--- src/rtl/memory_scheduler_pkg.sv ---
// Shared types and constants for the three-requester memory scheduler.
package memory_scheduler_pkg;

  typedef enum logic [1:0] {
    IDLE  = 2'd0,
    BUSY  = 2'd1,
    DRAIN = 2'd2
  } state_t;

  localparam int NUM_PORTS = 3;

  localparam logic [1:0] PORT_I = 2'd0;
  localparam logic [1:0] PORT_D = 2'd1;
  localparam logic [1:0] PORT_P = 2'd2;

  typedef struct packed {
    logic        instr;
    logic [31:0] addr;
    logic [31:0] wdata;
    logic [3:0]  wstrb;
  } reg_type;

endpackage

--- src/rtl/memory_scheduler_rr_select.sv ---
// Round-robin winner select: the search begins at the port after last_grant.
module memory_scheduler_rr_select
  import memory_scheduler_pkg::*;
(
  input  logic [2:0] req,
  input  logic [1:0] last_grant,
  output logic [2:0] grant
);

  always_comb begin
    grant = '0;
    case (last_grant)
      PORT_I: begin
        if (req[1])      grant = 3'b010;
        else if (req[2]) grant = 3'b100;
        else if (req[0]) grant = 3'b001;
      end
      PORT_D: begin
        if (req[2])      grant = 3'b100;
        else if (req[0]) grant = 3'b001;
        else if (req[1]) grant = 3'b010;
      end
      default: begin
        if (req[0])      grant = 3'b001;
        else if (req[1]) grant = 3'b010;
        else if (req[2]) grant = 3'b100;
      end
    endcase
  end

endmodule

--- src/rtl/memory_scheduler.sv ---
// Arbitrates imemory/dmemory/pmemory onto one shared memory port with
// zero-latency issue, back-to-back completion and a timeout abort.
module memory_scheduler
  import memory_scheduler_pkg::*;
#(
  parameter int TIMEOUT = 1023
) (
  input  logic        clock,
  input  logic        reset,
  input  logic        imemory_valid,
  input  logic        imemory_instr,
  input  logic [31:0] imemory_addr,
  input  logic [31:0] imemory_wdata,
  input  logic [3:0]  imemory_wstrb,
  output logic [31:0] imemory_rdata,
  output logic        imemory_ready,
  output logic        imemory_error,
  input  logic        dmemory_valid,
  input  logic        dmemory_instr,
  input  logic [31:0] dmemory_addr,
  input  logic [31:0] dmemory_wdata,
  input  logic [3:0]  dmemory_wstrb,
  output logic [31:0] dmemory_rdata,
  output logic        dmemory_ready,
  output logic        dmemory_error,
  input  logic        pmemory_valid,
  input  logic        pmemory_instr,
  input  logic [31:0] pmemory_addr,
  input  logic [31:0] pmemory_wdata,
  input  logic [3:0]  pmemory_wstrb,
  output logic [31:0] pmemory_rdata,
  output logic        pmemory_ready,
  output logic        pmemory_error,
  output logic        memory_valid,
  output logic        memory_instr,
  output logic [31:0] memory_addr,
  output logic [31:0] memory_wdata,
  output logic [3:0]  memory_wstrb,
  input  logic [31:0] memory_rdata,
  input  logic        memory_ready
);

  localparam logic [16:0] TIMEOUT_CNT = 17'(TIMEOUT);

  state_t      state, state_next;
  logic [15:0] count;
  logic [1:0]  last_grant, owner, win_idx;
  logic [2:0]  pend_v, in_valid, in_flight, capture, req_bits, grant;
  logic [2:0]  ready_v, error_v;
  reg_type     pend_req [NUM_PORTS];
  reg_type     in_req   [NUM_PORTS];
  reg_type     cand     [NUM_PORTS];
  reg_type     cur, mem_req;
  logic [31:0] rdata_v  [NUM_PORTS];
  logic        complete, abort, count_hit, can_issue, issue, mem_valid;

  assign in_valid = {pmemory_valid, dmemory_valid, imemory_valid};
  assign in_req[PORT_I] = '{instr: imemory_instr, addr: imemory_addr, wdata: imemory_wdata, wstrb: imemory_wstrb};
  assign in_req[PORT_D] = '{instr: dmemory_instr, addr: dmemory_addr, wdata: dmemory_wdata, wstrb: dmemory_wstrb};
  assign in_req[PORT_P] = '{instr: pmemory_instr, addr: pmemory_addr, wdata: pmemory_wdata, wstrb: pmemory_wstrb};

  // A port competes with its pending request, or with a fresh pulse when it is free.
  always_comb begin
    in_flight = '0;
    capture   = '0;
    req_bits  = '0;
    cand      = in_req;
    for (int i = 0; i < NUM_PORTS; i++) begin
      in_flight[i] = (state == BUSY) && (owner == 2'(i));
      capture[i]   = in_valid[i] && !pend_v[i] && !in_flight[i];
      req_bits[i]  = pend_v[i] || capture[i];
      if (pend_v[i]) cand[i] = pend_req[i];
    end
  end

  memory_scheduler_rr_select u_rr_select (
    .req        (req_bits),
    .last_grant (last_grant),
    .grant      (grant)
  );

  always_comb begin
    win_idx = PORT_I;
    if (grant[1]) win_idx = PORT_D;
    if (grant[2]) win_idx = PORT_P;
  end

  // Completion beats a timeout that lands in the same cycle.
  assign count_hit = ({1'b0, count} + 17'd1) == TIMEOUT_CNT;
  assign complete  = !reset && (state == BUSY) && memory_ready;
  assign abort     = !reset && (state == BUSY) && !memory_ready && count_hit;
  assign can_issue = !reset && ((state == IDLE) || complete);
  assign issue     = can_issue && (|req_bits);

  always_comb begin
    state_next = state;
    mem_valid  = 1'b0;
    mem_req    = '0;
    case (state)
      IDLE:    if (issue) state_next = BUSY;
      BUSY: begin
        if (complete)   state_next = issue ? BUSY : IDLE;
        else if (abort) state_next = DRAIN;
      end
      DRAIN:   if (memory_ready) state_next = IDLE;
      default: state_next = IDLE;
    endcase
    if (issue) begin
      mem_valid = 1'b1;
      mem_req   = cand[win_idx];
    end else if (!reset && (state == BUSY) && !abort) begin
      mem_valid = 1'b1;
      mem_req   = cur;
    end
  end

  always_comb begin
    ready_v = '0;
    error_v = '0;
    rdata_v = '{default: '0};
    for (int i = 0; i < NUM_PORTS; i++) begin
      if (owner == 2'(i)) begin
        ready_v[i] = complete || abort;
        error_v[i] = abort;
        if (complete) rdata_v[i] = memory_rdata;
      end
    end
  end

  always_ff @(posedge clock) begin
    if (reset) state <= IDLE;
    else       state <= state_next;
  end

  always_ff @(posedge clock) begin
    if (reset) begin
      count      <= '0;
      last_grant <= PORT_P;
      owner      <= PORT_I;
      pend_v     <= '0;
      cur        <= '0;
      for (int i = 0; i < NUM_PORTS; i++) pend_req[i] <= '0;
    end else begin
      for (int i = 0; i < NUM_PORTS; i++) begin
        if (issue && grant[i]) begin
          pend_v[i] <= 1'b0;
        end else if (capture[i]) begin
          pend_v[i]   <= 1'b1;
          pend_req[i] <= in_req[i];
        end
      end
      if (issue) begin
        owner      <= win_idx;
        last_grant <= win_idx;
        cur        <= cand[win_idx];
        count      <= '0;
      end else if ((state == BUSY) && !memory_ready) begin
        count <= count + 16'd1;
      end
    end
  end

  assign memory_valid  = mem_valid;
  assign memory_instr  = mem_req.instr;
  assign memory_addr   = mem_req.addr;
  assign memory_wdata  = mem_req.wdata;
  assign memory_wstrb  = mem_req.wstrb;

  assign imemory_ready = ready_v[0];
  assign dmemory_ready = ready_v[1];
  assign pmemory_ready = ready_v[2];
  assign imemory_error = error_v[0];
  assign dmemory_error = error_v[1];
  assign pmemory_error = error_v[2];
  assign imemory_rdata = rdata_v[0];
  assign dmemory_rdata = rdata_v[1];
  assign pmemory_rdata = rdata_v[2];

endmodule

--- config.mk ---
export PLATFORM = sky130hd
export DESIGN_NAME = memory_scheduler
export DESIGN_NICKNAME = d
export VERILOG_FILES = /design/src/rtl/memory_scheduler_pkg.sv /design/src/rtl/memory_scheduler_rr_select.sv /design/src/rtl/memory_scheduler.sv
export SDC_FILE = /design/constraint.sdc
export NUM_CORES = 1
export LEC_CHECK = 0
export CAP_MARGIN = 40
export CORE_MARGIN = 5
export CORE_UTILIZATION = 30
export DETAILED_ROUTE_END_ITERATION = 12
export HOLD_SLACK_MARGIN = 0.15
export PLACE_DENSITY = 0.6
export SYNTH_ARGS = -nofsm -noshare
export SYNTH_HDL_FRONTEND = slang
export SYNTH_SLANG_ARGS = --single-unit
--- constraint.sdc ---
create_clock -name clock -period 5.1 [get_ports clock]
set_clock_uncertainty 0.05 [all_clocks]
set_input_delay 1.02 -clock clock [delete_from_list [all_inputs] [get_ports clock]]
set_output_delay 1.02 -clock clock [all_outputs]
set_load 0.01 [all_outputs]
# After elaboration in Yosys (flattened, before gate mapping)
# Memory sizes are Yosys's and may differ from the RTL's.
# Cells that the tools add are included.
[word_totals]
ram_bits = 207
ff_bits = 94
mem_count = 1
output_inout_bits = 172
in_bits = 245
wordCells = 126
[op_classes]
bitwise = 4
reduce_logical = 43
n_mux = 55
n_addsub = 2
n_lt_le_gt_ge = 1
eq_ne = 9
[mem_list]
columns = ["name", "words", "word_bits", "read_ports", "rd_ports_with_merged_regs", "wr", "line_no", "rtl"]
rows = [
  ["pend_req", 3, 69, 3, 0, 3, "memory_scheduler.sv:50", "reg_type pend_req [NUM_PORTS];"],
]
[op_table]
columns = ["operator", "count"]
rows = [
  ["$mux 69", 10],
  ["$bmux 69 s2", 1],
  ["$mux 32", 4],
  ["$mux 1", 25],
  ["$mux 3", 7],
  ["$logic_and 1x1->1", 20],
  ["$add 16x1->17 const B", 1],
  ["$eq 17x10->1 const B", 1],
  ["$add 16x1->16 const B", 1],
  ["$mux 2", 6],
  ["$logic_not 1->1", 9],
  ["$reduce_or 2->1", 4],
  ["$eq 2x1->1 const B", 3],
  ["$logic_not 2->1", 3],
  ["$pmux 2 s3", 1],
  ["$pmux 3 s2", 1],
  ["$logic_or 1x1->1", 5],
  ["$eq 2x2->1 const B", 2],
  ["$ne 2x2->1 const B", 2],
  ["$ge 3x3->1 const B", 1],
  ["$ne 3x3->1 const B", 1],
  ["$not 2->3", 1],
  ["$or 1x1->1", 3],
  ["$reduce_and 3->1", 1],
  ["$reduce_or 3->1", 1],
]

# Depth between registers and ports, before layout
# Gate-level depths: netlist of run 1.
[depth]
depth_word = 16
ltp_mapped = 10
ltp_nobuf = 7

# By module
# A second synthesis of run 1 with hierarchy kept.
[unflattened]
hier_cells = 1659
hier_area_um2 = 16437.0
[by_module_without_submodules]
columns = ["module", "n_inst", "area_each_um2", "seq_area_each_um2", "cells_per_inst"]
rows = [
  ["memory_scheduler", 1, 16385.7, 8077.7, 1652],
  ["memory_scheduler_rr_select", 1, 51.3, 0.0, 7],
]

# Worst setup path after synthesis of run 1
# OpenSTA, ideal clock, no wires.
[synth_path]
path_kind = "input -> register"
start = "input imemory_valid"
end = "memory pend_req[0][138] (netlist bit) (enable)"
required_time_ns = 4.612
n_path_buf = 2
cell_stages = 7
arrival_ns = 3.905
setup_slack_ns = 0.706
setup_ns = 0.438
cell_sequence = "inv_1 > o21a_1 > a21oi_2 > clkbuf_1 > clkbuf_1 > o21ai_0 > nand2b_1"
[synth_rtl]
columns = ["item", "line_no", "rtl"]
rows = [
  ["start: declaration", "memory_scheduler.sv:10", "input logic imemory_valid,"],
  ["end: declaration", "memory_scheduler.sv:50", ""],
]

# Worst setup path in the final report of run 1
[layout_path]
start = "register count[11]"
end = "output memory_wdata[6]"
[layout_between]
elab_chain_len = 7
[layout_rtl]
columns = ["item", "line_no", "rtl"]
rows = [
  ["start: declaration", "memory_scheduler.sv:46", "logic [15:0] count;"],
  ["start signal: assignment", "memory_scheduler.sv:158", "count <= count + 16'd1;"],
  ["$add 16x1->17", "memory_scheduler.sv:89", "assign count_hit = ({1'b0, count} + 17'd1) == TIMEOUT_CNT;"],
  ["$eq 17x10->1", "memory_scheduler.sv:89", ""],
  ["$logic_and 1x1->1", "memory_scheduler.sv:91", "assign abort = !reset && (state == BUSY) && !memory_ready && count_hit;"],
  ["$logic_not 1->1", "memory_scheduler.sv:111", "end else if (!reset && (state == BUSY) && !abort) begin"],
  ["$logic_and 1x1->1", "memory_scheduler.sv:111", ""],
  ["$mux 69", "memory_scheduler.sv:111", ""],
  ["$mux 69", "memory_scheduler.sv:108", "if (issue) begin"],
  ["end: declaration", "memory_scheduler.sv:37", "output logic [31:0] memory_wdata,"],
]
# Every way passes these cells.

==> flow_metrics.py, run 1 <==
metrics = {
    "status": {
        "run_status": "complete, no violations",
    },
    "timing": {
        "slew_headroom_pct": 38.4,
        "worst_pin_slew_ns": 0.924,
        "setup_viol": 0,
        "drv_slew": 0,
        "finalCritPeriodShare_pct": 97.7,
        "fmax_ghz": 0.201,
        "min_period_ns": 4.98,
        "tns_ns": 0,
        "setup_ws_ns": 0.120,
        "rsz0062_at_grt": "false",
        "hold_viol": 0,
    },
    "clock_tree": {
        "htreeDepth": 2,
        "cts.sinks": 300,
        "numCtsBuffers": 38,
        "clock_latency_ns": 0.55,
        "cts_tree": "yes",
        "ctsResizeCount": 0,
        "clk_pin_slew_ns": 0.06,
        "post_cts_buffers": 0,
        "root_buffer": "clkbuf_16",
        "cts_buffer_depth": 3,
        "ctsHoldBuffers": 0,
    },
    "layout": {
        "final_nets": 2271,
        "layout_common_cells": "clkdlybuf4s50_1, a21boi_0, edfxtp_1",
        "multiInputGateArea_um2": 9330,
        "layout_commonest_cell": "clkdlybuf4s50_1",
        "postLayoutCoreUtil_pct": 40.7,
        "fill_cells": 5727,
        "drive_above_1_share_pct": 9.49,
        "syn2layout_area_growth_pct": 34.9,
        "finalInstanceArea_um2": 24500,
        "register_area_um2": 8090,
    },
    "floorplan": {
        "die_w_um": 256,
        "row_count": 90,
        "die-area_um2": 65500,
        "core_um2": 60100,
        "initial_core_util_pct": 30.2,
        "die_h_um": 256,
        "io_pins": 417,
    },
    "placement": {
        "place_ws_ns": 0.205,
        "placed_area_um2": 23200,
        "hpwl_um": 46700,
        "place_congestion": 0.903,
        "port_buffers": 416,
    },
    "power": {
        "p_leak_nw": 8.16,
        "peakVddDrop_mv": 0.199,
        "p_per_area_nw_per_um2": 352,
    },
    "logic_synthesis": {
        "synth-seq-cells": 300,
        "synth_top_area_share_pct": 34.3,
        "syn_inst": 1728,
        "synth_edf_count": 207,
        "synth_top_area_cell": "edfxtp_1",
        "async_reset_ff_share_pct": 0,
        "syn_area_um2": 18100,
        "netlist_top_cells_area": "edfxtp_1, dfxtp_1, a21boi_0, mux2i_1, mux2_2",
        "syn_area_per_cell_um2": 10.5,
        "synth.distinct_cells": 53,
        "synthFlopType": "edfxtp_1",
        "synth_nets": 1975,
        "synth_warnings": 0,
        "ys_seq_area_share_pct": 44.5,
    },
    "setup_path": {
        "crit_required_ns": 4.03,
        "crit_path_start_kind": "flop",
        "critPathKind": "reg -> out",
        "critPathMaxFanout": 23,
        "worst_ep_arrival_time_ns": 3.91,
        "end_kind": "output pin",
    },
    "drt": {
        "drt-initial-drc-count": 1490,
        "wl_per_cell_um": 24.4,
        "drt-total-wl_um": 69700,
        "vias_per_cell": 5.67,
        "drc": 0,
        "drtPass1Iterations": 5,
        "via_count": 16200,
        "ant_nets": 0,
    },
    "global_routing": {
        "grt_pass1_vias": 16100,
        "gr-usage-all-layers_pct": 20.1,
        "grt_antenna_before_repair": 20,
        "grt_pass1_wl_um": 104000,
        "grt_max_degree": 116,
        "globalRouteOverflowTotal": 0,
    },
    "flow_run": {
        "drv_cap": 0,
    },
    "worst_hold_path": {
        "hold_class": "reg -> reg",
    },
}
-- Yosys cell counts (all sizes together), types with 3 or more instances --
cell / count
or2: 3
or3: 68
nor3b: 4
a211oi: 6
nor2: 96
a221o: 68
and2: 97
mux2: 68
mux2i: 139
buf: 12
o21a: 70
clkbuf: 195
o221ai: 68
or4b: 3
nand2b: 5
nand4: 4
edfxtp: 207
a311oi: 68
a21oi: 8
xnor2: 8
xor2: 9
a21o: 4
nand4bb: 3
o22ai: 3
o211ai: 70
o21ai: 10
a21boi: 207
nand3: 9
nor3: 76
inv: 8
nand2: 18
dfxtp: 93
-- through the flow --
step | hold WS [ns] | cells | power [mW]
floorplan | 0.407 | 1728 | 4.73
global placement | 0.427 | 2764 | 5.85
detailed placement | 0.434 | 2765 | 5.90
CTS | 0.446 | 2835 | 8.68
global route | 0.473 | 2845 | 9.01
finish | 0.444 | 2850 | 8.61
-- state kept, by name, summed over array words and instances (netlist names) --
signal / flops
pend_req: 207
cur: 69
count: 16
pend_v: 3
last_grant: 2
state: 2
owner: 1
-- final timing paths --
path / from / slack [ns] / cells past startpoint / to
hold / removal: cur[68] / 0.44 / 2 / cur[68]
setup / recovery: count[11] / 0.12 / 7 / memory_wdata[6]
hold reg to reg: cur[68] / 0.44 / 2 / cur[68]
setup reg to reg: last_grant[0] / 1.69 / 7 / pend_req[0][21]
-- cell type report --
class	count	area share [%]
Clock inverter	18	0.644
Multi-Input combinational cell	1213	38.1
Clock buffer	52	4.44
Antenna cell	14	0.143
Tap cell	782	4.00
Sequential cell	300	33.1
Timing Repair Buffer	463	19.4
Inverter	8	0.123
-- worst max-delay path, cell delays in order (launching register included) --
cell and delay, ns:
dfxtp_1 0.34, or4_1 0.51, or4b_1 0.52, or4b_4 0.52
o211a_4 0.33, buf_4 0.24, a221o_1 0.40, clkdlybuf4s50_1 0.50
-- metal layers --
layer	global-route usage [%]	vias up	share of wire, %
met5	0	-	0.11
met4	6.36	12	2.7
met3	5.65	123	8.5
met2	32.7	750	47
met1	26.0	7910	42
li1	-	7368	-
-- cells by family (layout without fill, tap and decap cells) --
kind of cell | Yosys count | after routing | share of synthesized area (%)
AO/OA/AOI/OAI | 593 | 593 | 26.3
XOR/XNOR | 17 | 17 | 0.821
adder cells (fa/ha/maj) | 2 | 2 | 0.138
buffers and inverters | 215 | 541 | 4.60
flip-flops | 300 | 300 | 44.5
multiplexers | 207 | 207 | 11.9
other | 0 | 14 | 0
AND/OR/NAND/NOR | 394 | 394 | 11.7
-- report_power, final --
| part | switching [mW] | total [mW] | internal, mW |
|---|---|---|---|
| combinational | 1.50 | 2.68 | 1.18 |
| clock | 1.10 | 2.75 | 1.64 |
| sequential | 0.163 | 3.18 | 3.02 |
| total | 2.77 | 8.61 | 5.84 |
Power figures use the tool's default switching activity.
==> run 2: changes to the inputs <==
--- a/config.mk
+++ b/config.mk
@@ -5,12 +5,13 @@
 export SDC_FILE = /design/constraint.sdc
 export NUM_CORES = 1
 export LEC_CHECK = 0
+export ABC_AREA = 1
 export CAP_MARGIN = 40
 export CORE_MARGIN = 5
 export CORE_UTILIZATION = 30
 export DETAILED_ROUTE_END_ITERATION = 12
 export HOLD_SLACK_MARGIN = 0.15
-export PLACE_DENSITY = 0.6
+export PLACE_DENSITY = 0.61
 export SYNTH_ARGS = -nofsm -noshare
 export SYNTH_HDL_FRONTEND = slang
 export SYNTH_SLANG_ARGS = --single-unit
==> run 2 against run 1 <==
  * Final area is 3.8% lower
  * Register-to-register slack worse by 0.22 ns
  * Critical path depth rose by 3
  * Final cell count grew 25%
  * Maximum frequency grew 5.7%
  * Global-route usage down 0.36 points
  * Combinational power decreased by 12%
  * Highest routed layer unchanged
==> flow_metrics.py, run 2 <==
metrics = {
    "floorplan": {
        "initial_core_util_pct": 30.4,
        "row_count": 87,
        "die_h_um": 249,
        "die-area_um2": 62200,
        "die_w_um": 249,
        "io_pins": 417,
        "core_um2": 56600,
    },
    "timing": {
        "hold_viol": 0,
        "rsz0062_at_grt": "false",
        "min_period_ns": 4.71,
        "finalCritPeriodShare_pct": 92.4,
        "whs_ns": 0.417,
        "tns_ns": 0,
        "setup_viol": 0,
        "slew_headroom_pct": 28.3,
        "worst_pin_slew_ns": 1.08,
        "fmax_ghz": 0.212,
        "drv_slew": 0,
    },
    "logic_synthesis": {
        "syn_area_per_cell_um2": 7.07,
        "synthFlopType": "edfxtp_1",
        "synth_nets": 2677,
        "synth.distinct_cells": 31,
        "syn_inst": 2430,
        "synth.top_cells.by_count": "nand2_1, nand3_1, inv_1",
        "synth-seq-cells": 300,
        "netlist_top_cells_area": "edfxtp_1, nand2_1, dfxtp_1, nand3_1, inv_1",
        "synth_top_area_cell": "edfxtp_1",
        "yosysMostFrequentCell": "nand2_1",
        "synth_top_area_share_pct": 36.2,
        "ys_seq_area_share_pct": 47.0,
        "synth_edf_count": 207,
        "synth_warnings": 0,
        "async_reset_ff_share_pct": 0,
        "syn_area_um2": 17200,
    },
    "drt": {
        "via_count": 17000,
        "vias_per_cell": 4.76,
        "drc": 0,
        "drtPass1Iterations": 5,
        "drt-initial-drc-count": 1035,
        "wl_per_cell_um": 18.1,
        "drt-total-wl_um": 64500,
        "ant_nets": 0,
    },
    "layout": {
        "postLayoutCoreUtil_pct": 41.6,
        "drive_above_1_share_pct": 7.88,
        "largest_register_ff_count": 207,
        "final_nets": 3022,
        "layout_common_cells": "nand2_1, clkdlybuf4s50_1, nand3_1",
        "top_register": "pend_req",
        "fill_cells": 5751,
        "layout_commonest_cell": "nand2_1",
        "syn2layout_area_growth_pct": 36.9,
        "top_regs": "pend_req (207), cur (69), count (16)",
    },
    "setup_path": {
        "crit_family": "buffers and inverters",
        "worst_ep_arrival_time_ns": 3.64,
        "slowest_stage": "clkdlybuf4s50_1",
        "critPathKind": "in -> out",
        "crit_required_ns": 4.03,
        "crit_path_start_kind": "input port",
        "cp_num_buf_inv": 5,
        "critPathMaxStageDelay_ns": 0.60,
        "critPathMaxFanout": 32,
        "path_cells": "clkdlybuf4s50_1, inv_2, a211oi_1, a21boi_4, buf_12, nand2_1, inv_1, nand2_1, o21ai_0, clkdlybuf4s50_1",
        "end_kind": "output pin",
    },
    "clock_tree": {
        "htreeDepth": 2,
        "numCtsBuffers": 38,
        "ctsResizeCount": 0,
        "cts.sinks": 300,
        "clock_latency_ns": 0.55,
        "post_cts_buffers": 0,
        "cts_buffer_depth": 3,
        "root_buffer": "clkbuf_16",
        "ctsHoldBuffers": 0,
        "cts_tree": "yes",
        "clk_pin_slew_ns": 0.06,
    },
    "global_routing": {
        "grt_pass1_vias": 16400,
        "grt_util_met2_pct": 33.5,
        "gr-usage-met1_pct": 25.1,
        "grt_pass1_wl_um": 97500,
        "gr-usage-all-layers_pct": 19.7,
        "grt_antenna_before_repair": 16,
        "grt_max_degree": 208,
        "gr-max-usage-layer": "met2",
        "grt_use_met3_pct": 5.16,
        "globalRouteOverflowTotal": 0,
    },
    "flow_run": {
        "drv_cap": 0,
    },
    "status": {
        "run_status": "complete, no violations",
    },
    "power": {
        "p_per_area_nw_per_um2": 347,
        "p_leak_nw": 11.0,
        "peakVddDrop_mv": 0.217,
    },
    "placement": {
        "hpwl_um": 45600,
        "place_congestion": 0.920,
        "port_buffers": 416,
    },
    "worst_hold_path": {
        "hold_class": "reg -> reg",
    },
}
run 2: cell types whose count changed in the layout (fill, tap and decap cells not counted), sizes merged, moves of 85 or more:
cell    delta
and2      -97
nand3    +216
nand2   +1020
a21boi   -206
a21oi     +85
inv      +304
run 2: cells by family (layout without fill, tap and decap cells):
family,count (synthesis),after routing,synth area share [%]
multiplexers,69,69,4.02
flip-flops,300,300,47.0
buffers and inverters,468,843,10.7
AND/OR/NAND/NOR,1416,1416,32.9
AO/OA/AOI/OAI,174,174,5.20
adder cells (fa/ha/maj),2,2,0.146
other,0,4,0
XOR/XNOR,1,1,0.0510
run 2: per-stage QoR:
step                std cells  instance area (um^2)  setup slack (ns)  power (mW)
finish                   3565                 23500             0.390        8.18
global route             3562                 23500             0.265        8.62
CTS                      3561                 23500             0.398        8.29
detailed placement       3491                 22300             0.410        5.53
global placement         3488                 22200             0.449        5.47
floorplan                2430                 17200              1.19        4.46
run 2: path summary, 6_finish.rpt:
kind / from / to / slack [ns] / cells after the start
min reg2reg: cur[65] / cur[65] / 0.42 / 2
max: memory_ready / memory_addr[31] / 0.39 / 10
min: cur[65] / cur[65] / 0.42 / 2
max reg2reg: pend_v[0] / pend_req[0][83] / 1.47 / 11
run 2: power by group:
part | switching, mW | internal (mW) | total (mW)
combinational | 1.46 | 0.891 | 2.35
clock | 1.10 | 1.62 | 2.72
sequential | 0.116 | 2.99 | 3.11
run 2: layer usage:
layer	up-vias	part of all wire (%)
li1	8314	-
met1	7881	43
met2	636	47
met3	115	7.8
met4	22	2.6
met5	-	0.25
run 2: worst reg2reg max path, stage by stage, from the launching register on:
cell	delay (ns)
dfxtp_4	0.65
clkinv_2	0.53
nand2_1	0.26
nor2_1	0.11
a21boi_4	0.21
buf_12	0.25
nand3_1	0.19
nand3_1	0.23
nand3_4	0.10
buf_12	0.31
nand2_1	0.48
inv_2	0.04
run 2: final cells by class:
| class | instances | area (um^2) | share of cell area (%) |
|---|---|---|---|
| tap | 756 | 946 | 4.02 |
| clock inverter | 13 | 92.6 | 0.393 |
| clock buffer | 57 | 1160 | 4.91 |
| inverter | 317 | 1190 | 5.07 |
| timing repair buffer | 456 | 4680 | 19.9 |
| sequential | 300 | 8090 | 34.4 |
| antenna | 4 | 10.0 | 0.0425 |
| multi-input combinational | 1662 | 7360 | 31.3 |
==> run 3: changes to the inputs <==
--- a/config.mk
+++ b/config.mk
@@ -15,3 +15,4 @@
 export SYNTH_ARGS = -nofsm -noshare
 export SYNTH_HDL_FRONTEND = slang
 export SYNTH_SLANG_ARGS = --single-unit
+export TNS_END_PERCENT = 50
==> results of run 3 <==
Same layout as run 2: the final DEF is identical, and so are final timing and power.
